<file path="config.mk">
export PLATFORM = sky130hd
export DESIGN_NAME = shm_reader_flat
export DESIGN_NICKNAME = d
export VERILOG_FILES = /design/src/rtl/cluster_pkg.sv /design/src/rtl/shm_reader_if.sv /design/src/rtl/shm_rd_pipe.sv /design/src/rtl/shm_reader.sv /design/src/flat_wrapper.sv
export SDC_FILE = /design/constraint.sdc
export NUM_CORES = 1
export LEC_CHECK = 0
export CORE_AREA = 3 3 173 175
export DETAILED_ROUTE_END_ITERATION = 16
export DIE_AREA = 0 0 176 178
export PLACE_DENSITY = 0.75
export SLEW_MARGIN = 20
export SYNTH_ARGS = -nofsm -noshare
export SYNTH_HDL_FRONTEND = slang
export SYNTH_SLANG_ARGS = --single-unit
</file>
<file path="constraint.sdc">
create_clock -name clock -period 3.6 [get_ports clock]
set_input_delay 0.9 -clock clock [delete_from_list [all_inputs] [get_ports clock]]
set_output_delay 0.9 -clock clock [all_outputs]
set_load 0.05 [all_outputs]
</file>
<file path="src/rtl/cluster_pkg.sv">
// Shared constants and types for the SHM read copy engine.
// Word/address widths, bus strobe values, FSM states, pipe tag.
package cluster_pkg;
  localparam int SIZE      = 16;
  localparam int WORD_SIZE = 32;
  localparam int PROCSIZE  = 16;
  localparam int PAGE_SIZE = 256;

  localparam logic READ  = 1'b0;
  localparam logic WRITE = 1'b1;

  typedef enum logic [1:0] {
    SCAN,
    ISSUE,
    DRAIN,
    DONE
  } shm_rd_state_t;

  typedef struct packed {
    logic                vld;
    logic [PROCSIZE-1:0] dst;
  } rd_tag_t;
endpackage

</file>
<file path="src/rtl/shm_reader_if.sv">
// Bus bundle of shm_reader: per-processor request/ack/local-mem
// signals plus the SHM read port. master = engine, slave = env.
interface shm_reader_if
  import cluster_pkg::*;
#(
  parameter int PROC_CNT = 4
) ();
  localparam int CW = $clog2(PROC_CNT);

  logic [PROC_CNT-1:0]                trigger;
  logic [PROC_CNT-1:0]                ack;
  logic [PROC_CNT-1:0][SIZE-1:0]      ptr;
  logic [PROC_CNT-1:0][PROCSIZE-1:0]  copy_start;
  logic [PROC_CNT-1:0][PROCSIZE-1:0]  copy_length;
  logic [PROC_CNT-1:0][PROCSIZE-1:0]  proc_mem_addr;
  logic [PROC_CNT-1:0][WORD_SIZE-1:0] proc_mem_data_in;
  logic [PROC_CNT-1:0]                proc_mem_rw;
  logic [SIZE-1:0]                    shm_addr;
  logic                               shm_rd_en;
  logic [WORD_SIZE-1:0]               shm_data;
  logic                               busy;
  logic [CW-1:0]                      current_proc;

  modport master (
    input  trigger, ptr, copy_start, copy_length, shm_data,
    output ack, proc_mem_addr, proc_mem_data_in, proc_mem_rw,
    output shm_addr, shm_rd_en, busy, current_proc
  );

  modport slave (
    output trigger, ptr, copy_start, copy_length, shm_data,
    input  ack, proc_mem_addr, proc_mem_data_in, proc_mem_rw,
    input  shm_addr, shm_rd_en, busy, current_proc
  );
endinterface

</file>
<file path="src/rtl/shm_rd_pipe.sv">
// RD_LAT-deep delay line of {valid, dest addr} matching SHM read latency.
// Ports: clock, reset_n, i_push, i_dst -> o_head, o_empty.
module shm_rd_pipe
  import cluster_pkg::*;
#(
  parameter int RD_LAT = 2
) (
  input  logic                clock,
  input  logic                reset_n,
  input  logic                i_push,
  input  logic [PROCSIZE-1:0] i_dst,
  output rd_tag_t             o_head,
  output logic                o_empty
);
  rd_tag_t r_stg [RD_LAT];

  always_ff @(posedge clock or negedge reset_n) begin
    if (!reset_n) begin
      for (int i = 0; i < RD_LAT; i++) r_stg[i] <= '0;
    end else begin
      r_stg[0] <= '{vld: i_push, dst: i_dst};
      for (int i = 1; i < RD_LAT; i++) r_stg[i] <= r_stg[i-1];
    end
  end

  assign o_head = r_stg[RD_LAT-1];

  // Empty once the head retires: nothing queued behind it.
  always_comb begin
    o_empty = 1'b1;
    for (int i = 0; i < RD_LAT - 1; i++)
      if (r_stg[i].vld) o_empty = 1'b0;
  end
endmodule

</file>
<file path="src/rtl/shm_reader.sv">
// Round-robin SHM-to-local-memory copy engine with toggle handshake.
// Ports: clock, reset_n, bus (shm_reader_if.master).
module shm_reader
  import cluster_pkg::*;
#(
  parameter int PROC_CNT = 4,
  parameter int RD_LAT   = 2
) (
  input  logic          clock,
  input  logic          reset_n,
  shm_reader_if.master  bus
);
  localparam int CW = $clog2(PROC_CNT);

  shm_rd_state_t       r_state;
  shm_rd_state_t       w_nxt;
  logic [CW-1:0]       r_cur;
  logic [PROC_CNT-1:0] r_last;
  logic [PROC_CNT-1:0] r_ack;
  logic [SIZE-1:0]     r_ptr;
  logic [PROCSIZE-1:0] r_start;
  logic [PROCSIZE-1:0] r_len;
  logic [PROCSIZE-1:0] r_idx;

  logic                w_pend;
  logic                w_issue;
  logic                w_last_iss;
  logic                w_empty;
  logic [CW-1:0]       w_cur_inc;
  logic [PROCSIZE-1:0] w_dst;
  rd_tag_t             w_head;

  assign w_pend     = bus.trigger[r_cur] ^ r_last[r_cur];
  assign w_issue    = (r_state == ISSUE);
  assign w_last_iss = (r_idx == r_len - PROCSIZE'(1));
  assign w_cur_inc  = (r_cur == CW'(PROC_CNT - 1))
                    ? '0 : r_cur + CW'(1);
  assign w_dst      = r_start + r_idx;

  shm_rd_pipe #(.RD_LAT(RD_LAT)) u_pipe (
    .clock   (clock),
    .reset_n (reset_n),
    .i_push  (w_issue),
    .i_dst   (w_dst),
    .o_head  (w_head),
    .o_empty (w_empty)
  );

  always_ff @(posedge clock or negedge reset_n) begin
    if (!reset_n) r_state <= SCAN;
    else          r_state <= w_nxt;
  end

  always_comb begin
    w_nxt = r_state;
    unique case (r_state)
      SCAN:
        if (w_pend)
          w_nxt = (bus.copy_length[r_cur] == '0) ? DONE : ISSUE;
      ISSUE:   if (w_last_iss) w_nxt = DRAIN;
      DRAIN:   if (w_empty) w_nxt = DONE;
      DONE:    w_nxt = SCAN;
      default: w_nxt = SCAN;
    endcase
  end

  always_ff @(posedge clock or negedge reset_n) begin
    if (!reset_n) begin
      r_cur   <= '0;
      r_last  <= '0;
      r_ack   <= '0;
      r_ptr   <= '0;
      r_start <= '0;
      r_len   <= '0;
      r_idx   <= '0;
    end else begin
      if (r_state == SCAN) begin
        if (w_pend) begin
          r_ptr         <= bus.ptr[r_cur];
          r_start       <= bus.copy_start[r_cur];
          r_len         <= bus.copy_length[r_cur];
          r_idx         <= '0;
          r_last[r_cur] <= bus.trigger[r_cur];
        end else begin
          r_cur <= w_cur_inc;
        end
      end
      if (w_issue) r_idx <= r_idx + PROCSIZE'(1);
      if (r_state == DONE) begin
        r_ack[r_cur] <= ~r_ack[r_cur];
        r_cur        <= w_cur_inc;
      end
    end
  end

  always_comb begin
    bus.ack              = r_ack;
    bus.busy             = (r_state != SCAN);
    bus.current_proc     = r_cur;
    bus.shm_rd_en        = w_issue;
    bus.shm_addr         = w_issue ? r_ptr + SIZE'(r_idx) : '0;
    bus.proc_mem_rw      = '0;
    bus.proc_mem_addr    = '0;
    bus.proc_mem_data_in = '0;
    // SHM q arrives together with its tag at the pipe head.
    if (w_head.vld) begin
      bus.proc_mem_rw[r_cur]      = WRITE;
      bus.proc_mem_addr[r_cur]    = w_head.dst;
      bus.proc_mem_data_in[r_cur] = bus.shm_data;
    end
  end
endmodule

</file>
<file path="src/flat_wrapper.sv">
// flat-port wrapper written by rule: the top's interface ports become plain ports
module shm_reader_flat import cluster_pkg::*;
#(
  parameter int PROC_CNT = 4,
  parameter int RD_LAT   = 2
)
  (clock, reset_n, bus_trigger, bus_ptr, bus_copy_start, bus_copy_length, bus_shm_data, bus_ack, bus_proc_mem_addr, bus_proc_mem_data_in, bus_proc_mem_rw, bus_shm_addr, bus_shm_rd_en, bus_busy, bus_current_proc);
  shm_reader_if #(.PROC_CNT(PROC_CNT)) bus_i ();
  input  logic clock;
  input  logic reset_n;
  input wire logic [$bits(bus_i.trigger)-1:0] bus_trigger;
  input wire logic [$bits(bus_i.ptr)-1:0] bus_ptr;
  input wire logic [$bits(bus_i.copy_start)-1:0] bus_copy_start;
  input wire logic [$bits(bus_i.copy_length)-1:0] bus_copy_length;
  input wire logic [$bits(bus_i.shm_data)-1:0] bus_shm_data;
  output wire logic [$bits(bus_i.ack)-1:0] bus_ack;
  output wire logic [$bits(bus_i.proc_mem_addr)-1:0] bus_proc_mem_addr;
  output wire logic [$bits(bus_i.proc_mem_data_in)-1:0] bus_proc_mem_data_in;
  output wire logic [$bits(bus_i.proc_mem_rw)-1:0] bus_proc_mem_rw;
  output wire logic [$bits(bus_i.shm_addr)-1:0] bus_shm_addr;
  output wire logic [$bits(bus_i.shm_rd_en)-1:0] bus_shm_rd_en;
  output wire logic [$bits(bus_i.busy)-1:0] bus_busy;
  output wire logic [$bits(bus_i.current_proc)-1:0] bus_current_proc;
  assign bus_i.trigger = bus_trigger;
  assign bus_i.ptr = bus_ptr;
  assign bus_i.copy_start = bus_copy_start;
  assign bus_i.copy_length = bus_copy_length;
  assign bus_i.shm_data = bus_shm_data;
  assign bus_ack = bus_i.ack;
  assign bus_proc_mem_addr = bus_i.proc_mem_addr;
  assign bus_proc_mem_data_in = bus_i.proc_mem_data_in;
  assign bus_proc_mem_rw = bus_i.proc_mem_rw;
  assign bus_shm_addr = bus_i.shm_addr;
  assign bus_shm_rd_en = bus_i.shm_rd_en;
  assign bus_busy = bus_i.busy;
  assign bus_current_proc = bus_i.current_proc;
  shm_reader #(.PROC_CNT(PROC_CNT), .RD_LAT(RD_LAT)) u_core (.clock(clock), .reset_n(reset_n), .bus(bus_i));
endmodule
</file>
* Yosys cells after proc, flatten, opt, wreduce, memory -nomap -nowiden
Index checks and enable logic that the tools add are counted.
Cells by class: $mul 0, reduce and logical (&&, ||, !) cells 11, multiplexer cells 36, magnitude comparators 2, shift operators 0, equality and inequality tests 9, $add $sub $neg 5, bitwise logic cells 4, div/mod/pow operators 0
Operators with widths (number):
- AND 128 bit | 1
- two-way mux 128 bit | 1
- two-way mux 16 bit | 8
- binary-select mux 16 bit (select 2 bit) | 3
- AND 64 bit | 1
- demux 32 bit (select 2 bit) | 1
- two-way mux 64 bit | 1
- adder 16 bit | 2
- demux 16 bit (select 2 bit) | 1
- two-way mux 32 bit | 1
- adder 16 x 1 -> 16 bit, second input constant | 1
- == test 16 bit | 1
- zero test 16 bit | 1
- two-way mux 2 bit | 8
- subtractor 16 x 1 -> 16 bit, second input constant | 1
- bitwise mux 4 bit | 2
- case mux 2 bit (4 select lines) | 1
- nonzero test 2 bit | 4
- binary-select mux 1 bit (select 2 bit) | 3
- == test 2 bit, second input constant | 3
- AND reduction 2 bit | 3
- two-way mux 1 bit | 4
- two-way mux 4 bit | 1
- inequality test 2 x 1 -> 1 bit, second input constant | 2
- other kinds (11) | 12
Storage, ports and cells: ROM bits 0, memories 0, bits in writable memories 0, bits in latches 0, register bits after elaboration 110, input port bits 230, output and inout port bits 220

* Longest topological paths before layout
word-level depth 6, mapped depth 10, mapped depth without buffers 10

* Modules after synthesis
From an unflattened synthesis, not the netlist that was laid out.
Second synthesis, totals: cells, all modules 980, area total of the unflattened synthesis 8733.4 µm²
By module, submodules not included:
- shm_reader | area each 7751.2 µm², instances 1, cells an instance 928, sequential area each 1901.8 µm²
- shm_rd_pipe | area each 982.2 µm², instances 1, cells an instance 52, sequential area each 850.8 µm²

* Worst setup path before layout
No wires, ideal clock.
kind flip-flop to output port, start register u_core.r_idx[0], end output port bus_shm_addr[12], required time 2.700 ns, slack 0.128 ns, path buffers 0, data arrival time 2.572 ns, stages on the path, launching flop included 10, cell sequence dfrtp_1 -> ha_1 -> fa_1 -> a21o_1 -> a211oi_1 -> o21ai_0 -> a31oi_1 -> o21ai_1 -> xor2_1 -> and2_1
On the way: cells in the longest elaborated chain, start to end 2
RTL lines:
- from (decl) | line shm_reader.sv:23 | logic [PROCSIZE-1:0] r_idx;
- from (signal assigned) | line shm_reader.sv:88 | if (w_issue) r_idx <= r_idx + PROCSIZE'(1);
- adder 16 bit | line shm_reader.sv:101 | bus.shm_addr = w_issue ? r_ptr + SIZE'(r_idx) : '0;
- two-way mux 16 bit | line shm_reader.sv:101
- to (decl) | line flat_wrapper.sv:20 | output wire logic [$bits(bus_i.shm_addr)-1:0] bus_shm_addr;
Every way passes these cells.

* Final worst setup path
Same ends and word-level chain as after synthesis.

==> key figures <==
Yosys
  – Yosys Warn Count: 0
  – Synth Net Count: 1152
  – Synth Register Bits: between 100 and 150
  – Post-synth EDFFs: 0
  – FFs w/ async S/R, synth: 100%
  – Sequential element share of the synthesized area: a little under a third
  – Synth Area per Inst: 9.87 µm²
  – Yosys cell types: about 60
  – Ys flop type: dfrtp_1
  – Cells after synthesis: between 800 and 900
  – Post-Syn Area: around 8700 µm²

GRT
  – Largest net degree at the start of global routing: approximately 100
  – Total Routing Usage GR: 21.0%
  – Total gr overflow: 0
  – Number of global-route vias before repair: between 8000 and 9000
  – Initial antenna violation count: 3
  – Global-route wire length before repair: about 52 mm

Place
  – Pre-CTS setup slack: 65.8 ps
  – IO buf count: 449
  – Dpl hpwl: approximately 28 mm
  – Routability Congestion: around 0.84
  – Placed cell areas: about 16000 µm²
  – Placed insts: about 1700

Hold path
  – Hold Path Depth: 0
  – Worst Hold End: u_core.u_pipe.o_head[14]
  – Hold Crit Class: flop to flop
  – Hold path startpoint: u_core.u_pipe.r_stg[31]

CTS
  – Root Buffer: clkbuf_16
  – Clk sink count: 110
  – CTS tree: built
  – Post-CTS Hold Buffers: 0
  – H-tree levels: 3
  – Clk buf depth: 2
  – Worst skew pair latency: around 350 ps
  – Clk slew on worst S/H paths: about 80 ps
  – Inserted Clock Buffers: 9

Critical path
  – Reg-to-Reg Start: u_core.bus.current_proc[0]
  – Crit Path Category: flop to primary output
  – WP data arrival: approximately 2700 ps
  – Max Fanout on Critical Path: 3
  – Reg-to-reg endpoint: u_core.r_state[1]
  – Required @ worst endpoint: roughly 2700 ps
  – Critical Path Start Type: flop
  – CP Capture Type: primary output
  – Reg2Reg Setup Slack: around 710 ps
  – Worst Reg-to-Reg Cells: 7

Timing
  – Final hold vios: 0
  – Period Utilization, post-route: 100%
  – Clock skew: around 11 ps
  – Final setup vio count: 2
  – Min setup slack post-route: -17.4 ps
  – FMAX: about 280 MHz
  – Final max-slew violation count: 0
  – RSZ-0062 raised after global routing: yes
  – Actual slew at the worst max-slew pin: about 760 ps
  – Post-layout min period: ~3600 ps
  – Final Hold Slack: roughly 350 ps
  – Slew HR: between 40 and 50%

Finish
  – Most common cell after layout, fill and taps aside: clkdlybuf4s50_1
  – Fraction of layout cells with a size suffix above 1: a little over a quarter
  – Filler instances: 2331
  – Final net count: between 1500 and 2000
  – Area Overhead vs Synth: 84.2%
  – Fin cells: roughly 1700
  – Commonest non-fill, non-tap cells in the layout: 235 x clkdlybuf4s50_1, 200 x buf_12, 197 x and3_1
  – Final Cell Area: roughly 16000 µm²

Route
  – DRT iter0 DRCs: between 500 and 600
  – Detailed-route DRC error count: 0
  – Vias: 8733
  – Vias per inst: roughly 5.2
  – Routed Antenna Nets: 0
  – DR WL/cell: roughly 20 µm
  – Routed wire length: 34.4 mm
  – DRT Pass-1 Iters: 5

Die
  – Die W: 176 µm
  – I/O pin count: 450
  – Die Y: roughly 180 µm
  – FP Rows: between 60 and 70
  – Core box area: approximately 29000 µm²
  – Starting Density: a little over 30%
  – Die footprint: around 31000 µm²

Status
  – Status: complete, but fails checks
  – Failing checks: negative setup slack

Power
  – Total power: approximately 13 mW
  – Pwr dens: 828 nW/µm²
  – Worst IR Drop VDD: about 0.54 mV
  – LEAKAGE: just over 7 nW

Run
  – Max-cap viol count: 0
==> worst max-delay path by stage <==
stage | to | start | cells past startpoint | slack [ps]
after floorplan | bus_shm_addr[12] | u_core.r_idx[0] | 9 | 130
after global placement | bus_shm_addr[12] | u_core.r_idx[0] | 10 | 100
after detailed placement | bus_shm_addr[12] | u_core.r_idx[0] | 10 | 70
after CTS | bus_shm_addr[12] | u_core.r_idx[0] | 11 | 1
after global routing | bus_shm_addr[10] | u_core.r_idx[0] | 11 | -150
final | bus_shm_addr[12] | u_core.r_idx[0] | 11 | -20
==> logic make-up (layout without fill, tap and decap cells) <==
group	Yosys count	in the layout	share of synthesized area [%]
buffers and inverters	92	521	4.21
AND/OR/NAND/NOR	363	363	24.2
AO/OA/AOI/OAI	119	119	8.64
flip-flops	110	110	31.7
multiplexers	99	99	19.4
XOR/XNOR	55	55	5.63
other	0	2	0
adder cells (fa/ha/maj)	42	42	6.22
==> sequential cells by signal, indices dropped and copies added, names as in the netlist, 4 cells and up <==
signal,count
u_core.u_pipe.o_head,17
u_core.r_ptr,16
u_core.r_idx,16
u_core.u_pipe.r_stg,17
u_core.r_len,16
u_core.bus.ack,4
u_core.r_start,16
u_core.r_last,4
==> metal layers <==
metal	wire length [µm]	GRT usage (%)	vias to the layer above
met5	17	0	-
met4	481	4.82	2
met3	2670	5.34	31
met2	18400	39.9	344
met1	12800	23.5	4241
li1	-	-	4115
==> worst max-delay path, stage by stage (launching register included) <==
cell and delay [ps]:
dfrtp_1 390, ha_2 200, fa_2 350, a21o_1 220
a211oi_2 240, o21ai_1 100, a31oi_1 170, buf_4 140
o21ai_2 70, xor2_1 150, and2_1 190, buf_12 150
==> metrics by stage <==
step                      util [%]  TNS [ps]
final                         55.9     -32.9
after floorplan                  -         0
after global routing          55.9      -715
after global placement        54.4         0
after detailed placement      54.4         0
after CTS                     55.6         0
==> cells in the mapped netlist, types with 3 or more instances <==
cell      instances  share of area [%]
a211oi_1          5               0.43
a21o_1            9               0.78
a21oi_1          31                1.8
a31oi_1           8               0.58
and2_1           19                1.4
and3_1          198                 14
buf_1             3               0.13
buf_2            13               0.75
clkbuf_1         57                2.5
dfrtp_1         110                 32
ha_1             40                5.8
inv_1            18               0.78
mux2_1           42                5.4
mux2_2            5               0.65
mux4_2           51                 13
nand2_1          53                2.3
nand2b_1          3               0.22
nand3_1          16               0.92
nand4_1           8               0.58
nor2_1           21               0.91
nor3_1           11               0.63
nor4_1            8               0.58
o211ai_1          5               0.43
o21ai_0          21                1.2
o21ai_1          16               0.92
o31ai_1           5               0.43
or2_2             3               0.22
or3_1             4               0.29
xnor2_1          36                3.6
xor2_1           18                1.8
==> where the power goes <==
group	internal, mW	leakage (nW)	switching, mW	total, mW
combinational	4.34	5.66	5.29	9.63
clock	0.492	0.148	0.503	0.996
sequential	1.90	1.33	0.729	2.63
total	6.73	7.14	6.52	13.3
==> cell type report <==
class / count / area, µm² / share of cell area, %
inverter: 18 / 67.6 / 0.422
clock buffer: 9 / 225 / 1.41
sequential: 110 / 2760 / 17.3
tap: 384 / 480 / 3.00
multi-input combinational: 678 / 5640 / 35.2
timing repair buffer: 487 / 6750 / 42.2
antenna: 2 / 5.00 / 0.0313
clock inverter: 7 / 75.1 / 0.469
==> repair_timing <==
action                     in CTS  in global routing
setup buffers                   4                  5
pin swaps                       5                  5
resized for setup              10                  9
setup endpoints to repair       7                  8
gates cloned                    0                  0
No activity file was read; power rests on OpenSTA's default activity.
